$ cat src/rtl/flash_audio_streamer.sv
// flash_audio_streamer: fetches PCM frames from byte-wide flash into a frame FIFO and plays them MSB-first on a serial DAC port
// Ports: CLK/Reset; start/stop/loop/base_addr/num_frames playback control; FL_ADDR/FL_DQ flash;
//        AUD_BCLK/AUD_DACLRCK/AUD_DACDAT serial audio; busy/done/underflow_cnt status.
module flash_audio_streamer #(
  parameter int SAMPLE_W   = 16,
  parameter int NUM_CH     = 2,
  parameter int FIFO_DEPTH = 8,
  parameter int FL_WAIT    = 5,
  parameter int BCLK_DIV   = 2
) (
  input  logic        CLK,
  input  logic        Reset,
  input  logic        start,
  input  logic        stop,
  input  logic        loop,
  input  logic [22:0] base_addr,
  input  logic [22:0] num_frames,
  output logic [22:0] FL_ADDR,
  input  logic [7:0]  FL_DQ,
  output logic        AUD_BCLK,
  output logic        AUD_DACLRCK,
  output logic        AUD_DACDAT,
  output logic        busy,
  output logic        done,
  output logic [7:0]  underflow_cnt
);
  localparam int FW = NUM_CH * SAMPLE_W;
  localparam int NB = FW / 8;
  localparam int AW = $clog2(FIFO_DEPTH);
  localparam int BW = $clog2(NB + 1);
  localparam int WW = $clog2(FL_WAIT + 2);
  localparam int DW = $clog2(BCLK_DIV) + 1;
  localparam int CW = $clog2(FW + 1);
  typedef enum logic [2:0] {IDLE, ADDR, WAIT, CAPT, PUSH} state_t;
  state_t state, nxt;
  logic [22:0] fidx, base_r, nf_r;
  logic [BW-1:0] bidx;
  logic [WW-1:0] wcnt;
  logic [FW-1:0] asm_r, sh;
  logic [FW-1:0] mem [FIFO_DEPTH];
  logic [AW-1:0] wp, rp;
  logic [AW:0] cnt;
  logic [DW-1:0] div;
  logic [CW-1:0] bit_i;
  logic fetch_done, loop_r, run;
  logic go, full, empty, push, pop, last_byte, last_frame, tick, fall, begin_run, bound, finish;
  assign go         = start && !stop && !busy && num_frames != '0;
  assign full       = cnt == (AW+1)'(FIFO_DEPTH);
  assign empty      = cnt == '0;
  assign push       = state == PUSH && !full;
  assign last_byte  = bidx == BW'(NB - 1);
  assign last_frame = fidx == nf_r - 23'd1;
  assign tick       = run && div == DW'(BCLK_DIV - 1);
  assign fall       = tick && AUD_BCLK;
  // playback waits for a full FIFO, or for the whole clip when it is shorter than the FIFO
  assign begin_run  = busy && !run && (full || fetch_done);
  assign bound      = begin_run || (fall && bit_i == CW'(FW - 1));
  assign pop        = bound && !empty;
  assign finish     = bound && empty && fetch_done;
  assign AUD_DACDAT = sh[FW-1];
  always_comb begin
    nxt = state;
    case (state)
      IDLE:    nxt = go ? ADDR : IDLE;
      ADDR:    nxt = FL_WAIT == 0 ? CAPT : WAIT;
      WAIT:    nxt = wcnt == WW'(FL_WAIT - 1) ? CAPT : WAIT;
      CAPT:    nxt = last_byte ? PUSH : ADDR;
      PUSH:    nxt = !push ? PUSH : (last_frame && !loop_r) ? IDLE : ADDR;
      default: nxt = IDLE;
    endcase
    if (stop) nxt = IDLE;
  end
  always_ff @(posedge CLK) state <= Reset ? IDLE : nxt;
  always_ff @(posedge CLK) if (push) mem[wp] <= asm_r;
  always_ff @(posedge CLK) begin
    if (Reset) begin
      FL_ADDR <= '0; fidx <= '0; bidx <= '0; wcnt <= '0; asm_r <= '0; sh <= '0;
      base_r <= '0; nf_r <= '0; loop_r <= 1'b0; fetch_done <= 1'b0;
      busy <= 1'b0; done <= 1'b0; underflow_cnt <= '0;
      wp <= '0; rp <= '0; cnt <= '0;
      run <= 1'b0; div <= '0; bit_i <= '0; AUD_BCLK <= 1'b0; AUD_DACLRCK <= 1'b0;
    end else begin
      done <= 1'b0;
      if (go) begin
        base_r <= base_addr; nf_r <= num_frames; loop_r <= loop; FL_ADDR <= base_addr;
        fidx <= '0; bidx <= '0; fetch_done <= 1'b0; underflow_cnt <= '0; busy <= 1'b1;
      end
      wcnt <= state == WAIT ? wcnt + WW'(1) : '0;
      if (state == CAPT) begin
        asm_r <= (asm_r << 8) | FW'(FL_DQ);
        bidx <= last_byte ? '0 : bidx + BW'(1);
        if (!last_byte) FL_ADDR <= FL_ADDR + 23'd1;
      end
      if (push) begin
        fidx <= last_frame ? '0 : fidx + 23'd1;
        FL_ADDR <= last_frame ? base_r : FL_ADDR + 23'd1;
        fetch_done <= last_frame && !loop_r;
        wp <= wp + AW'(1);
      end
      if (pop) rp <= rp + AW'(1);
      cnt <= cnt + (AW+1)'(push) - (AW+1)'(pop);
      if (run) begin
        div <= tick ? '0 : div + DW'(1);
        if (tick) AUD_BCLK <= ~AUD_BCLK;
        if (fall) begin
          sh <= sh << 1;
          bit_i <= bit_i + CW'(1);
          AUD_DACLRCK <= 1'b0;
        end
      end
      if (begin_run) run <= 1'b1;
      if (bound) begin
        sh <= pop ? mem[rp] : '0;
        bit_i <= '0;
        AUD_DACLRCK <= !finish;
        if (!pop && !finish && underflow_cnt != 8'hFF) underflow_cnt <= underflow_cnt + 8'd1;
        if (finish) begin
          run <= 1'b0; busy <= 1'b0; done <= 1'b1; AUD_BCLK <= 1'b0; div <= '0;
        end
      end
      if (stop) begin
        busy <= 1'b0; done <= 1'b0; fetch_done <= 1'b0;
        wp <= '0; rp <= '0; cnt <= '0;
        run <= 1'b0; div <= '0; sh <= '0; AUD_BCLK <= 1'b0; AUD_DACLRCK <= 1'b0;
      end
    end
  end
endmodule
$ cat config.mk
export PLATFORM = sky130hd
export DESIGN_NAME = flash_audio_streamer
export DESIGN_NICKNAME = d
export VERILOG_FILES = /design/src/rtl/flash_audio_streamer.sv
export SDC_FILE = /design/constraint.sdc
export NUM_CORES = 1
export LEC_CHECK = 0
export BUFFER_PORTS_ARGS = -buffer_cell sky130_fd_sc_hd__buf_2
export CORE_UTILIZATION = 50
export CTS_BUF_LIST = sky130_fd_sc_hd__clkbuf_8
export DETAILED_ROUTE_END_ITERATION = 10
export GPL_TIMING_DRIVEN = 0
export PLACE_DENSITY = 0.67
export SYNTH_ARGS = -nofsm -noshare
export SYNTH_HDL_FRONTEND = slang
export SYNTH_SLANG_ARGS = --single-unit
$ cat constraint.sdc
create_clock -name CLK -period 6.88 [get_ports CLK]
set_clock_uncertainty 0.2 [all_clocks]
set_input_delay 0.688 -clock CLK [delete_from_list [all_inputs] [get_ports CLK]]
set_output_delay 0.688 -clock CLK [all_outputs]
set_load 0.005 [all_outputs]
After elaboration in Yosys (flattened, before gate mapping)
Memories as Yosys holds them, arrays and structs flattened. A register that Yosys moved wholly into a read port is not among the register bits.
Index checks and enable logic that the tools add are counted.

storage, ports and cells
  bits in registers = 198
  bits in writable memories = 256
  input bits = 59
  output and inout bits = 36
  word-level logic and storage cells = 136
  memories kept = 1

memories
  name  words  width  read ports  clocked after memory_dff  wr ports  RTL line  text
  mem   8      32     1           1                         1         40        logic [FW-1:0] mem [FIFO_DEPTH];

cells by class
  add/subtract/negate cells = 12
  equality and inequality tests = 11
  muxes and demuxes = 48
  bitwise logic cells = 4
  reduce and logical (&&, ||, !) cells = 38

operators by type and width
  operator               count
  $mux 23                8
  $mux 32                4
  $add 23x1->23 const B  2
  $or 32x8->32           1
  $mux 8                 3
  $eq 23x23->1           1
  $reduce_bool 23->1     1
  $sub 23x1->23 const B  1
  $mux 1                 21
  $mux 3                 7
  $logic_and 1x1->1      15
  $pmux 3 s5             1
  $add 3x1->3 const B    4
  $eq 3x2->1 const B     3
  $add 8x1->8 const B    1
  $logic_not 1->1        8
  $mux 2                 4
  $ne 8x8->1 const B     1
  $reduce_bool 2->1      4
  $add 6x1->6 const B    1
  $eq 3x3->1 const B     2
  $eq 6x5->1 const B     1
  $reduce_or 2->1        3
  $add 4x1->4            1
  other kinds (11)       15

Depth between registers and ports, before layout
  depth in word-level cells = 12
  mapped depth = 15
  gate-level depth less buffers = 14

Worst setup path after synthesis
No wires, ideal clock.

  path kind = reg2reg
  start = reg state[0]
  end = mem mem[1][0] in the netlist's numbering (enable)
  setup time = 513 ps
  data arrival time = 4595 ps
  data required time = 6167 ps
  path slack = 1571 ps
  stages on the path, launching flop included = 8
  path buffers = 3
  clock period less this slack = 5309 ps
  path through = dfxtp_1 -> clkbuf_1 -> nor2_1 -> and3_1 -> clkbuf_1 -> inv_1 -> clkbuf_1 -> nor4b_1

between the ends
  word-level cells in the longest chain between the ends = 4

RTL lines
  element                       RTL line  text
  start: declaration            35        state_t state, nxt;
  start signal: assignment      73        always_ff @(posedge CLK) state <= Reset ? IDLE : nxt;
  $eq 3x3->1                    50        assign push = state == PUSH && !full;
  $logic_and 1x1->1             50
  $mux 1                        74        always_ff @(posedge CLK) if (push) mem[wp] <= asm_r;
  $mux 1 (not written as such)  74
  end: declaration              40

No other way between the ends.

Worst setup path after layout
  start = reg cnt[2]
  end = reg cnt[2]

between the ends
  word-level cells in the longest chain between the ends = 6
  elaborated cells on any way between the ends = 11
  classes of those cells = add/sub: 2; eq/ne: 1; reduce/logical: 8

RTL lines
  element                   RTL line  text
  start: declaration        42        logic [AW:0] cnt;
  start signal: assignment  101       cnt <= cnt + (AW+1)'(push) - (AW+1)'(pop);
  $eq 4x4->1                48        assign full = cnt == (AW+1)'(FIFO_DEPTH);
  $logic_or 1x1->1          56        assign begin_run = busy && !run && (full || fetch_done);
  $logic_and 1x1->1         56
  $logic_or 1x1->1          57        assign bound = begin_run || (fall && bit_i == CW'(FW - 1));
  $logic_and 1x1->1 (*)     58        assign pop = bound && !empty;
  named net pop             46        logic go, full, empty, push, pop, last_byte, last_frame, tick, fall, begin_run, bound, finish;
  $sub 4x1->4 (*)           101

The timed path passes the listed nets; every way through them passes the cells marked *.
A chain may end at the register's enable or synchronous reset.

==> flow_metrics.env <==
export IMPL_grt_pass1_wl_um=74420
export IMPL_die_w_um=199.6
export IMPL_cts_clk_slew_worst_paths_ns=0.06
export IMPL_nets=1882
export IMPL_clock_path_buffers=3
export IMPL_hold_worst_slack_ns=0.1249
export IMPL_place_ws_ns=2.738
export IMPL_synth_area_mm2=0.01952
export IMPL_slew_headroom_pct=20.90
export IMPL_worst_path_max_fanout=7
export IMPL_cp_start_kind="flop"
export IMPL_layout_common_cells="edfxtp_1, nand2_1, dfxtp_1"
export IMPL_fin_crit_sh_pct=61.07
export IMPL_grt_pass1_vias=13340
export IMPL_final_common_cell="edfxtp_1"
export IMPL_max_freq_ghz=0.2380
export IMPL_p_leak_nw=7.875
export IMPL_finalSetupTns_ns=0
export IMPL_max_cap_violations=0
export IMPL_routed_wl_um=47610
export IMPL_max_stage_delay_ns=0.96
export IMPL_antenna_found_initial=0
export IMPL_clockRootBuffer="clkbuf_8"
export IMPL_critical_path_class="flop to flop"
export IMPL_slew_violations=0
export IMPL_grt_util_all_layers_pct=24.56
export IMPL_powerDensity_mw_per_mm2=243.1
export IMPL_synth_fp_nets=1682
export IMPL_synth_top_cell_area_share_pct=39.39
export IMPL_synth_top_area_cell="edfxtp_1"
export IMPL_cts_buffers=75
export IMPL_ant_nets=0
export IMPL_numPortBuffers=94
export IMPL_drive_gt1_share_pct=17.48
export IMPL_syn_to_final_growth_pct=15.42
export IMPL_hold_class="input port to flop"
export IMPL_end_kind="flop"
export IMPL_dpl_hpwl_um=33250
export IMPL_ys_top_cells_by_area="edfxtp_1, dfxtp_1, mux4_2"
export IMPL_crit_required_ns=7.15
export IMPL_synth_flop_cell="edfxtp_1"
export IMPL_hold_viol_final=0
export IMPL_grt_max_degree=25
export IMPL_clkSinkCount=457
export IMPL_synth_top_family_by_area="multiplexers"
export IMPL_syn_inst=1605
export IMPL_cts_tree="built"
export IMPL_avgSynthCellArea_um2=12.16
export IMPL_yosysWarnings=0
export IMPL_worst_pin_slew_ns=1.186
export IMPL_cpMaxStageDelayCell="o22ai_1"
export IMPL_synth_simple_area_share_pct=11.83
export IMPL_post_cts_buffers=0
export IMPL_yosysUniqueCellTypes=65
export IMPL_coreArea_mm2=0.03856
export IMPL_num_vias=13540
export IMPL_grt_overflow=0
export IMPL_firstDrtPassIters=5
export IMPL_rows=72
export IMPL_finalSetupViolations=0
export IMPL_synth_xor_area_share_pct=3.321
export IMPL_wl_per_cell_um=19.98
export IMPL_power_w=0.005475
export IMPL_place_gp_congestion=0.8396
export IMPL_ir_worst_vdd_mv=0.1478
export IMPL_synth_fa_ha_area_share_pct=1.192
export IMPL_die_area_mm2=0.03983
export IMPL_worst_slack_ns=2.679
export IMPL_synth_edf_count=256
export IMPL_synthMuxAreaShare_pct=12.11
export IMPL_route_detailed_drc=0
export IMPL_htreeDepth=3
export IMPL_outcome="finished clean"
export IMPL_clk_latency_ns=0.61
export IMPL_synthArstFlopShare_pct=0
export IMPL_rsz0062_at_grt="false"
export IMPL_ys_seq_area_share_pct=60.00
export IMPL_path_cells="inv_1 > ha_1 > nor3b_1 > o21ai_0 > o22ai_1 > nand2_1 > inv_1 > ha_1 > inv_1 > ha_1 > inv_1 > fa_1 > xor2_1 > nor2_1"
export IMPL_synth_seq_cells=457
export IMPL_cts_hold_buf=0
export IMPL_cts_resized_gates=0
export IMPL_crit_top_cell="inv_1"
export IMPL_min_period_ns=4.201
export IMPL_synth_compound_area_share_pct=8.943
export IMPL_die_h_um=199.6
export IMPL_first_iter_violations=1074
export IMPL_diodes=0
export IMPL_start_util_pct=50.62
export IMPL_vias_per_cell=5.681
export IMPL_boundaryPins=95
export IMPL_crit_arrival_ns=4.47
report_power, final:
group          switching (W)  internal [W]  leakage (nW)  total (W)
Sequential         0.0000203       0.00287          4.00    0.00289
Clock                0.00108       0.00128         0.888    0.00236
Combinational       0.000137     0.0000846          2.99   0.000222
Total                0.00124       0.00424          7.88    0.00548
metrics by stage:
stage                     utilization [%]  instance area [um2]  std cells
after global placement              53.52                20640       2217
final                               58.42                22530       2383
after CTS                           58.42                22530       2383
after floorplan                         -                19520       1605
after global routing                58.42                22530       2383
after detailed placement            54.45                21000       2246
cell usage after synthesis (17+ instances only):
cell type / n
inv_1: 25
xnor2_1: 45
o21ai_0: 33
nor2_1: 95
clkbuf_1: 85
nand2_1: 231
ha_1: 17
nor3_1: 25
nor4_1: 18
edfxtp_1: 256
mux2i_1: 82
o22a_1: 32
a21oi_1: 137
xor2_1: 29
nand3_1: 29
mux4_2: 64
dfxtp_1: 201
cell type report:
| cell class | count | area (um2) |
|---|---|---|
| Fill cell | 3236 | 16030 |
| Timing Repair Buffer | 123 | 783.3 |
| Multi-Input combinational cell | 1019 | 7346 |
| Inverter | 25 | 93.84 |
| Tap cell | 518 | 648.1 |
| Clock buffer | 94 | 1294 |
| Clock inverter | 43 | 237.7 |
| Buffer | 104 | 412.9 |
| Sequential cell | 457 | 11710 |
flip-flops by register name, summed over array words and instances (netlist names), 4 cells and up, named ones only:
name / cells
sh: 32
underflow_cnt: 8
nf_r: 23
fidx: 23
base_r: 23
bit_i: 6
FL_ADDR: 23
asm_r: 32
mem: 256
cnt: 4
worst max-delay path: cells and delay by family (launching register included):
kind                       cells  cell delay (ns)
DFF                            1             0.29
adders and majority gates      4             0.94
AOI/OAI and AO/OA              2             1.20
xor gates and xnor gates       1             0.15
buffers and inverters          4             0.47
and+or+nand+nor                3             0.81
kinds of logic (layout without fill, tap and decap cells):
| family | count (synthesis) | in the layout |
|---|---|---|
| xor gates and xnor gates | 74 | 74 |
| and+or+nand+nor | 492 | 492 |
| AOI/OAI and AO/OA | 280 | 280 |
| buffers and inverters | 129 | 389 |
| muxes | 155 | 155 |
| DFF | 457 | 457 |
| adders and majority gates | 18 | 18 |
per-layer routing:
metal | up-vias | wire length, um | share of wire (%) | track usage [%]
li1 | 6358 | - | - | -
met1 | 6681 | 21730 | 46 | 34.84
met2 | 433 | 22070 | 46 | 38.76
met3 | 66 | 2852 | 6.0 | 4.051
met4 | 0 | 960 | 2.0 | 7.294
met5 | - | 0 | 0 | 0
final timing paths:
kind | end | slack (ns) | cells past startpoint | from
setup reg to reg | cnt[2] | 2.68 | 14 | cnt[2]
hold reg to reg | div[1] | 0.23 | 2 | div[1]
setup / recovery | cnt[2] | 2.68 | 14 | cnt[2]
hold / removal | asm_r[4] | 0.12 | 3 | FL_DQ[4]
(Power assumes the default switching activity.)
